--- src/rtl/sdu_seq_pkg.sv ---
// -----------------------------------------------------------------------------
// sdu_seq_pkg
// Shared definitions for the SDU sequence controller: FSM state encoding,
// the minimum inter-sequence gap and the playback watchdog limit.
// No ports; imported by sdu_seq_ctrl.
// -----------------------------------------------------------------------------
package sdu_seq_pkg;

    typedef enum logic [2:0] {
        ST_IDLE     = 3'd0,
        ST_FIRE     = 3'd1,
        ST_RECORD   = 3'd2,
        ST_GAP      = 3'd3,
        ST_PLAYBACK = 3'd4
    } sdu_state_e;

    // Recorder needs two cycles after a done strobe before it can re-arm.
    localparam int unsigned SDU_MIN_GAP          = 2;
    // Playback watchdog length in cycles (used only with SDU_SEQ_TIMEOUT_EN).
    localparam int unsigned SDU_PLAYBACK_TIMEOUT = 4096;

endpackage

--- src/rtl/sdu_seq_ctrl.sv ---
// -----------------------------------------------------------------------------
// sdu_seq_ctrl
// Sequences a recorder through M transmit/record passes of N samples each,
// separated by idle gaps, then waits for the recorder's playback burst.
//
// Ports:
//   clk, reset            clock, synchronous active-high reset
//   run_start, run_abort  one-cycle control strobes (abort has priority)
//   cfg_rec_len/num_avg/gap_len  run configuration, latched on accepted start
//   sdu_rx_strobe         playback-valid from the recorder
//   sdu_tx_fire, sdu_rx_en           one-cycle fire / record-enable pulses
//   sdu_seq_done_strobe, sdu_ave_done_strobe  end of non-final / final pass
//   busy, run_done, avg_count        status
//   err_cfg, err_timeout  sticky error flags
//
// Optional feature: define SDU_SEQ_TIMEOUT_EN to enable the playback
// watchdog; otherwise PLAYBACK waits indefinitely and err_timeout is 0.
// -----------------------------------------------------------------------------
module sdu_seq_ctrl
    import sdu_seq_pkg::*;
#(
    parameter int REC_W = 16,
    parameter int AVG_W = 16,
    parameter int GAP_W = 24
) (
    input  logic             clk,
    input  logic             reset,
    input  logic             run_start,
    input  logic             run_abort,
    input  logic [REC_W-1:0] cfg_rec_len,
    input  logic [AVG_W-1:0] cfg_num_avg,
    input  logic [GAP_W-1:0] cfg_gap_len,
    input  logic             sdu_rx_strobe,
    output logic             sdu_tx_fire,
    output logic             sdu_rx_en,
    output logic             sdu_seq_done_strobe,
    output logic             sdu_ave_done_strobe,
    output logic             busy,
    output logic             run_done,
    output logic [AVG_W-1:0] avg_count,
    output logic             err_cfg,
    output logic             err_timeout
);

    sdu_state_e       state_q,   state_d;
    logic [REC_W-1:0] rec_len_q, rec_len_d;
    logic [AVG_W-1:0] num_avg_q, num_avg_d;
    logic [GAP_W-1:0] gap_len_q, gap_len_d;
    logic [REC_W-1:0] rec_cnt_q, rec_cnt_d;
    logic [AVG_W-1:0] avg_cnt_q, avg_cnt_d;
    logic [GAP_W-1:0] gap_cnt_q, gap_cnt_d;
    logic             seen_q,    seen_d;
    logic             err_cfg_q, err_cfg_d;

    logic             rec_last;
    logic             avg_last;
    logic [GAP_W-1:0] gap_end;

`ifdef SDU_SEQ_TIMEOUT_EN
    localparam int PB_W = $clog2(SDU_PLAYBACK_TIMEOUT);
    logic [PB_W-1:0] pb_cnt_q, pb_cnt_d;
    logic            err_to_q, err_to_d;
`endif

    // Equality-only terminal counts; lengths are >= 1 once latched.
    assign rec_last = (rec_cnt_q == rec_len_q - REC_W'(1));
    assign avg_last = (avg_cnt_q == num_avg_q - AVG_W'(1));
    // GAP lasts max(gap,2)-1 cycles, so FIRE lands max(gap,2) after the done strobe.
    assign gap_end  = (gap_len_q < GAP_W'(SDU_MIN_GAP)) ? '0
                                                         : gap_len_q - GAP_W'(SDU_MIN_GAP);

    always_comb begin
        // NOTE: every signal gets a default here so no path leaves one unassigned (no latches).
        state_d   = state_q;
        rec_len_d = rec_len_q;
        num_avg_d = num_avg_q;
        gap_len_d = gap_len_q;
        rec_cnt_d = rec_cnt_q;
        avg_cnt_d = avg_cnt_q;
        gap_cnt_d = gap_cnt_q;
        seen_d    = seen_q;
        err_cfg_d = err_cfg_q;
`ifdef SDU_SEQ_TIMEOUT_EN
        pb_cnt_d  = pb_cnt_q;
        err_to_d  = err_to_q;
`endif
        sdu_tx_fire         = 1'b0;
        sdu_rx_en           = 1'b0;
        sdu_seq_done_strobe = 1'b0;
        sdu_ave_done_strobe = 1'b0;
        run_done            = 1'b0;

        if (run_abort) begin
            // Abort wins over everything; only RECORD needs a strobe so the
            // recorder leaves its recording state. Counters are left as-is.
            state_d             = ST_IDLE;
            sdu_seq_done_strobe = (state_q == ST_RECORD);
        end else begin
            case (state_q)
                ST_IDLE: begin
                    if (run_start) begin
                        if (cfg_rec_len != '0 && cfg_num_avg != '0) begin
                            rec_len_d = cfg_rec_len;
                            num_avg_d = cfg_num_avg;
                            gap_len_d = cfg_gap_len;
                            avg_cnt_d = '0;
`ifdef SDU_SEQ_TIMEOUT_EN
                            err_to_d  = 1'b0;
`endif
                            state_d   = ST_FIRE;
                        end else begin
                            err_cfg_d = 1'b1;
                        end
                    end
                end
                ST_FIRE: begin
                    sdu_tx_fire = 1'b1;
                    sdu_rx_en   = 1'b1;
                    rec_cnt_d   = '0;
                    state_d     = ST_RECORD;
                end
                ST_RECORD: begin
                    if (rec_last) begin
                        avg_cnt_d = avg_cnt_q + AVG_W'(1);
                        gap_cnt_d = '0;
                        seen_d    = 1'b0;
`ifdef SDU_SEQ_TIMEOUT_EN
                        pb_cnt_d  = '0;
`endif
                        if (avg_last) begin
                            sdu_ave_done_strobe = 1'b1;
                            state_d             = ST_PLAYBACK;
                        end else begin
                            sdu_seq_done_strobe = 1'b1;
                            state_d             = ST_GAP;
                        end
                    end else begin
                        rec_cnt_d = rec_cnt_q + REC_W'(1);
                    end
                end
                ST_GAP: begin
                    if (gap_cnt_q == gap_end) begin
                        state_d = ST_FIRE;
                    end else begin
                        gap_cnt_d = gap_cnt_q + GAP_W'(1);
                    end
                end
                ST_PLAYBACK: begin
                    // Completion is the first low cycle after playback was seen high.
                    if (seen_q && !sdu_rx_strobe) begin
                        run_done = 1'b1;
                        state_d  = ST_IDLE;
                    end else begin
                        if (sdu_rx_strobe) begin
                            seen_d = 1'b1;
                        end
`ifdef SDU_SEQ_TIMEOUT_EN
                        if (pb_cnt_q == PB_W'(SDU_PLAYBACK_TIMEOUT - 1)) begin
                            err_to_d = 1'b1;
                            state_d  = ST_IDLE;
                        end else begin
                            pb_cnt_d = pb_cnt_q + PB_W'(1);
                        end
`endif
                    end
                end
                default: state_d = ST_IDLE;
            endcase
        end

        // A run cut by reset must not leave a stray strobe behind.
        if (reset) begin
            sdu_tx_fire         = 1'b0;
            sdu_rx_en           = 1'b0;
            sdu_seq_done_strobe = 1'b0;
            sdu_ave_done_strobe = 1'b0;
            run_done            = 1'b0;
        end
    end

    // NOTE: sequential state uses non-blocking assignments so all flops update together.
    always_ff @(posedge clk) begin
        if (reset) begin
            // NOTE: latched config is reset too, so a post-reset run never sees stale lengths.
            state_q   <= ST_IDLE;
            rec_len_q <= '0;
            num_avg_q <= '0;
            gap_len_q <= '0;
            rec_cnt_q <= '0;
            avg_cnt_q <= '0;
            gap_cnt_q <= '0;
            seen_q    <= 1'b0;
            err_cfg_q <= 1'b0;
        end else begin
            state_q   <= state_d;
            rec_len_q <= rec_len_d;
            num_avg_q <= num_avg_d;
            gap_len_q <= gap_len_d;
            rec_cnt_q <= rec_cnt_d;
            avg_cnt_q <= avg_cnt_d;
            gap_cnt_q <= gap_cnt_d;
            seen_q    <= seen_d;
            err_cfg_q <= err_cfg_d;
        end
    end

`ifdef SDU_SEQ_TIMEOUT_EN
    always_ff @(posedge clk) begin
        if (reset) begin
            pb_cnt_q <= '0;
            err_to_q <= 1'b0;
        end else begin
            pb_cnt_q <= pb_cnt_d;
            err_to_q <= err_to_d;
        end
    end
    assign err_timeout = err_to_q;
`else
    assign err_timeout = 1'b0;
`endif

    assign busy      = (state_q != ST_IDLE);
    assign avg_count = avg_cnt_q;
    assign err_cfg   = err_cfg_q;

endmodule

--- config.mk ---
export PLATFORM = sky130hd
export DESIGN_NAME = sdu_seq_ctrl
export DESIGN_NICKNAME = d
export VERILOG_FILES = /design/src/rtl/sdu_seq_pkg.sv /design/src/rtl/sdu_seq_ctrl.sv
export SDC_FILE = /design/constraint.sdc
export NUM_CORES = 1
export LEC_CHECK = 0
export CORE_AREA = 2 2 111 113
export CTS_CLUSTER_SIZE = 8
export DETAILED_ROUTE_END_ITERATION = 7
export DIE_AREA = 0 0 113 115
export GPL_ROUTABILITY_DRIVEN = 0
export GPL_TIMING_DRIVEN = 0
export PLACE_DENSITY = 0.89
export SLEW_MARGIN = 20
export SYNTH_ARGS = -nofsm -noshare
export SYNTH_HDL_FRONTEND = slang
export SYNTH_SLANG_ARGS = --single-unit
--- constraint.sdc ---
create_clock -name clk -period 10.5 [get_ports clk]
set_input_delay 1.05 -clock clk [delete_from_list [all_inputs] [get_ports clk]]
set_output_delay 1.05 -clock clk [all_outputs]
set_load 0.05 [all_outputs]
==> impl_metrics.yaml, run 1 <==
finish:
  drive_gt1_frac: 0.0573
  final_cell_mix: "nand2_1 (163), dfxtp_1 (117), a21oi_1 (107)"
  fin_nets: 1103
  antennaDiodeCount: 0
  fillers: 884
  final_core_util: 0.733
  final_common_cell: "nand2_1"
  fin_cells: 1195
  area_growth_pct: 23.1
routing:
  ant_nets: 0
  drcViolationCount: 3
  via_per_inst: 6.10
  wl_mm: 20.0
  wire_per_inst_um: 16.7
  dr_total_vias: 7292
  drtIter0Drc: 742
  firstDrtPassIters: 8
setup_path:
  r2r-start: "rec_len_q[2]$_SDFFE_PP0P_"
  path_class: "reg -> out"
  worstRegToRegCells: 12
  arrival_ns: 4.46
  worst_setup_path_end_kind: "output pin"
  rrSetupSlack_ns: 6.40
  required_ns: 9.45
  start_kind: "register"
  cp_max_fo: 10
  r2r_end: "avg_count[15]$_SDFFE_PP0P_"
logic_synthesis:
  synth_edf_count: 0
  ys_async_sr_fraction: 0
  synth_nets: 1001
  yosysWarningCount: 0
  synth_area_leader_cell: "dfxtp_1"
  synth-seq-cells: 117
  ys_types: 69
  avgSynthCellArea_um2: 7.54
  synth_ff_type: "dfxtp_1"
  synth_area_um2: 7040
  synth-seq-area-share: 0.333
  synth.area.top_cells: "dfxtp_1 (33%), nand2_1 (8.7%), a21oi_1 (7.6%), xnor2_1 (7.5%), nor2_1 (3.6%)"
  synthCells: 934
  synth_top_area_frac: 0.333
sta:
  final-setup-viol-count: 0
  fmax_ghz: 0.182
  maxSlewHeadroom: 0.374
  tightest_slew_ns: 0.932
  report.final.slew_viol_count: 0
  rsz0062_at_grt: "no"
  min_period_ns: 5.51
  fin_skew_ns: 0.00784
  final.period_utilization: 0.525
  fin_setup_tns_ns: 0
  hold_violations: 0
clock_network:
  cts.sinks: 117
  post_cts_resized: 0
  h-tree-depth: 4
  clk_latency_ns: 0.43
  ctsLongestPathBuffers: 2
  cts-root-buf: "clkbuf_16"
  clkTransAtPathRegs_ns: 0.05
  cts_tree: "built"
  hold_buffers: 0
  postCtsSetupBuffers: 0
  numCtsBuffers: 17
power:
  pwr-share-seq: 0.368
  power_switching_mw: 0.346
  internal-power_mw: 0.934
  p_sw_frac: 0.270
  finalPower_mw: 1.28
  leakage_nw: 3.00
  power_density_nw_per_um2: 148
  p_comb_frac: 0.167
  vdd_ir_drop_max_mv: 0.161
  p_clk_frac: 0.465
status:
  violations: "DRC"
  outcome: "finished with violations"
grt:
  grt.overflow.total: 0
  grt_first_pass_wirelength_mm: 31.9
  grt_max_degree: 17
  grt_pass1_vias: 6581
  grt.total_usage: 0.305
  antenna_found_initial: 0
floorplanning:
  dieArea_um2: 13000
  initial_utilization: 0.596
  num_io_pins: 85
  die_h_um: 115
  dieWidth_um: 113
  coreArea_um2: 11800
  fp-row-count: 40
placement:
  placed_cells: 1164
  dp_hpwl_mm: 14.3
  port_buffers: 83
min_path:
  hp-class: "reg -> reg"
  holdCritStartpoint: "rec_len_q[15]$_SDFFE_PP0P_"
  hold_depth: 2
  whs_endpoint: "rec_len_q[15]$_SDFFE_PP0P_"
run:
  drv_cap: 0
synthesized netlist by cell type (14+ instances only):
cell,instances
o21ai_0,24
xnor2_1,60
nor3_1,33
nor2_1,67
nand2_1,163
a21oi_1,107
or4_1,14
or3_1,35
nor4_1,27
clkbuf_1,32
inv_1,21
dfxtp_1,117
nand3_1,28
xor2_1,28
sequential cells by signal, summed over array words and instances, names as in the netlist:
register / cells
num_avg_q: 16
avg_count: 16
state_q: 3
rec_cnt_q: 16
err_cfg: 1
gap_cnt_q: 24
gap_len_q: 24
seen_q: 1
rec_len_q: 16
logic make-up (layout without fill, tap and decap cells):
| family | count (synthesis) | count (layout) | share of synthesized area |
|---|---|---|---|
| simple gates | 453 | 453 | 0.331 |
| compound gates | 194 | 194 | 0.162 |
| flops | 117 | 117 | 0.333 |
| xor+xnor | 90 | 90 | 0.116 |
| buf+inv | 67 | 181 | 0.0382 |
| fa+ha+maj | 6 | 6 | 0.0107 |
| mux | 6 | 6 | 0.00853 |
| other cells | 1 | 1 | 0.000533 |
stage by stage:
step	worst slack (ns)	hold WS, ns	area (um^2)
final	4.99	0.476	8660
after global routing	4.84	0.515	8660
after CTS	5.05	0.475	8660
after detailed placement	5.51	0.468	8050
after global placement	5.56	0.461	8050
after floorplan	5.93	0.448	7040
critical path: stages, from the launching register on:
cell,delay [ns]
dfxtp_1,0.29
clkbuf_1,0.20
or4_1,0.52
clkbuf_1,0.17
or4_1,0.48
a21oi_1,0.17
o2111ai_1,0.16
nor4_2,0.53
buf_2,0.31
a21oi_1,0.11
nor3_1,0.24
clkdlybuf4s50_1,0.86
layer usage:
layer / wire length [um] / track usage / vias up
met1: 8560 / 0.405 / 3366
met5: 0 / 0 / -
met2: 9350 / 0.504 / 347
li1: - / - / 3535
met3: 1670 / 0.0564 / 44
met4: 399 / 0.102 / 0
area by class of cell:
cell class	count	area, um^2	area share
multi-input cells	750	4430	0.511
clock inverters	12	155	0.0179
clock buffers	19	453	0.0523
flip-flops and latches	117	2340	0.270
inverters	21	78.8	0.00910
plain buffers	46	190	0.0220
well taps	147	184	0.0212
repair buffers	83	831	0.0959
power by group through the flow:
stage               logic [mW]  clock network [mW]  registers, mW
detailed placement       0.207                   0          0.479
floorplan                0.149                   0          0.475
global placement         0.203                   0          0.478
finish                   0.214               0.596          0.470
global route             0.233               0.617          0.471
CTS                      0.211               0.595          0.470
worst max-delay path by stage:
stage	endpoint	slack, ns	from	cells past startpoint
2_1_floorplan	sdu_seq_done_strobe	5.93	rec_len_q[2]$_SDFFE_PP0P_	10
3_3_place_gp	sdu_seq_done_strobe	5.56	rec_len_q[2]$_SDFFE_PP0P_	11
3_5_place_dp	sdu_seq_done_strobe	5.51	rec_len_q[2]$_SDFFE_PP0P_	11
5_1_grt	sdu_seq_done_strobe	4.84	rec_len_q[2]$_SDFFE_PP0P_	11
4_1_cts	sdu_seq_done_strobe	5.05	rec_len_q[2]$_SDFFE_PP0P_	11
6_report	sdu_seq_done_strobe	4.99	rec_len_q[2]$_SDFFE_PP0P_	11
(Power assumes the default switching activity.)
==> run 2: changes to the inputs <==
CORE_AREA = 2 2 115 117   (was 2 2 111 113)
DIE_AREA = 0 0 117 119   (was 0 0 113 115)
PLACE_DENSITY = 0.84   (was 0.89)
clock period = 5.8 ns   (was 10.5 ns; I/O delays follow)
==> impl_metrics.yaml, run 2 (same netlist as run 1, synthesis figures left out) <==
status:
  outcome: "finished clean"
setup_path:
  path_class: "reg -> out"
  slowest_stage: "clkdlybuf4s50_1"
  timing.critical_path.buf_inv: 4
  crit_chain: "clkbuf_1, or4_1, clkbuf_1, or4_1, a21oi_1, o2111ai_1, nor4_2, buf_2, nand2_1, nor3_1, clkdlybuf4s50_1"
  r2r-start: "rec_len_q[2]$_SDFFE_PP0P_"
  path_delay_family: "simple AND/OR/NAND/NOR gates"
  cp-startpoint: "rec_len_q[2]$_SDFFE_PP0P_"
  worst_setup_path_end_kind: "output pin"
  crit_path_max_incr_delay_ns: 0.87
  arrival_ns: 4.49
  required_ns: 5.22
  cp_max_fo: 10
  start_kind: "register"
clock_network:
  ctsLongestPathBuffers: 2
  cts_tree: "built"
  hold_buffers: 0
  postCtsSetupBuffers: 0
  cts.sinks: 117
  cts-root-buf: "clkbuf_16"
  clk_latency_ns: 0.43
  numCtsBuffers: 17
  post_cts_resized: 0
  clkTransAtPathRegs_ns: 0.05
  h-tree-depth: 4
finish:
  area_growth_pct: 23.7
  final_core_util: 0.676
  largestRegisters: "gap_cnt_q: 24 flops, gap_len_q: 24 flops"
  fin_nets: 1103
  final_common_cell: "nand2_1"
  final_cell_mix: "nand2_1 (163), dfxtp_1 (117), a21oi_1 (107)"
  design_area_um2: 8710
  fillers: 1049
  fin_cells: 1225
  drive_gt1_frac: 0.0582
  antennaDiodeCount: 0
  ff_latch_area_um2: 2340
  multi_input_area_um2: 4430
floorplanning:
  initial_utilization: 0.547
  dieWidth_um: 117
  die_h_um: 119
  fp-row-count: 42
  coreArea_um2: 12900
  num_io_pins: 85
  dieArea_um2: 13900
sta:
  final.period_utilization: 0.873
  final-setup-viol-count: 0
  hold_ws_ns: 0.482
  fin_setup_tns_ns: 0
  tightest_slew_ns: 0.962
  rsz0062_at_grt: "no"
  hold_violations: 0
  worst_slack_ns: 0.734
  fmax_ghz: 0.197
  fin_skew_ns: 0.00680
  report.final.slew_viol_count: 0
  min_period_ns: 5.07
  maxSlewHeadroom: 0.353
min_path:
  holdCritStartpoint: "num_avg_q[13]$_SDFFE_PP0P_"
  hp-class: "reg -> reg"
grt:
  grt.total_usage: 0.297
  grt_first_pass_wirelength_mm: 32.7
  grt.overflow.total: 0
  grt_pass1_vias: 6704
  antenna_found_initial: 0
  grt_max_degree: 17
routing:
  drtIter0Drc: 616
  ant_nets: 0
  wire_per_inst_um: 16.2
  route.met2.wl_mm: 9.20
  wl_mm: 19.9
  wl_met3_mm: 1.51
  drcViolationCount: 0
  firstDrtPassIters: 6
  via_per_inst: 5.96
  dr_total_vias: 7298
  met1_length_mm: 8.66
  highest-signal-layer: "met4"
placement:
  dp_hpwl_mm: 14.5
  port_buffers: 83
  placed_cells: 1193
  place_ws_ns: 1.29
  place_area_um2: 8090
run:
  drv_cap: 0
power:
  finalPower_mw: 2.33
  leakage_nw: 3.00
  vdd_ir_drop_max_mv: 0.208
  power_density_nw_per_um2: 268
## run 2: cell types whose count changed in the layout (fill, tap and decap cells not counted)
cell,change
clkbuf_8,+1
clkinv_4,-2
clkinvlp_4,+2
## run 2: where the power goes
group	leakage, nW	total, mW	switching (mW)	internal [mW]
registers	0.949	0.851	0.0268	0.824
clock network	0.282	1.10	0.391	0.706
logic	1.77	0.387	0.214	0.173
total	3.00	2.33	0.632	1.70
## run 2: final cells by class
cell class	instances	area share
tap	176	0.0253
sequential	117	0.269
clock buffer	20	0.0536
inverter	21	0.00905
multi-input combinational	750	0.508
timing repair buffer	83	0.0954
buffer	46	0.0218
clock inverter	12	0.0175
## run 2: final timing paths
check                           slack (ns)  cells after the start                         end
worst max register to register        1.70                     12  avg_count[15]$_SDFFE_PP0P_
worst max-delay path                  0.73                     11         sdu_ave_done_strobe
worst min register to register        0.48                      2  num_avg_q[13]$_SDFFE_PP0P_
worst min-delay path                  0.48                      2  num_avg_q[13]$_SDFFE_PP0P_
## run 2: tightest hold or removal path, cell delays in order (launching register included)
cell and delay [ns]:
dfxtp_1 0.32, nand2_1 0.06, a21oi_1 0.05
## run 2: routing by layer
layer | vias up | track usage
met2 | 296 | 0.464
li1 | 3529 | -
met5 | - | 0
met4 | 0 | 0.111
met1 | 3414 | 0.401
met3 | 59 | 0.0631
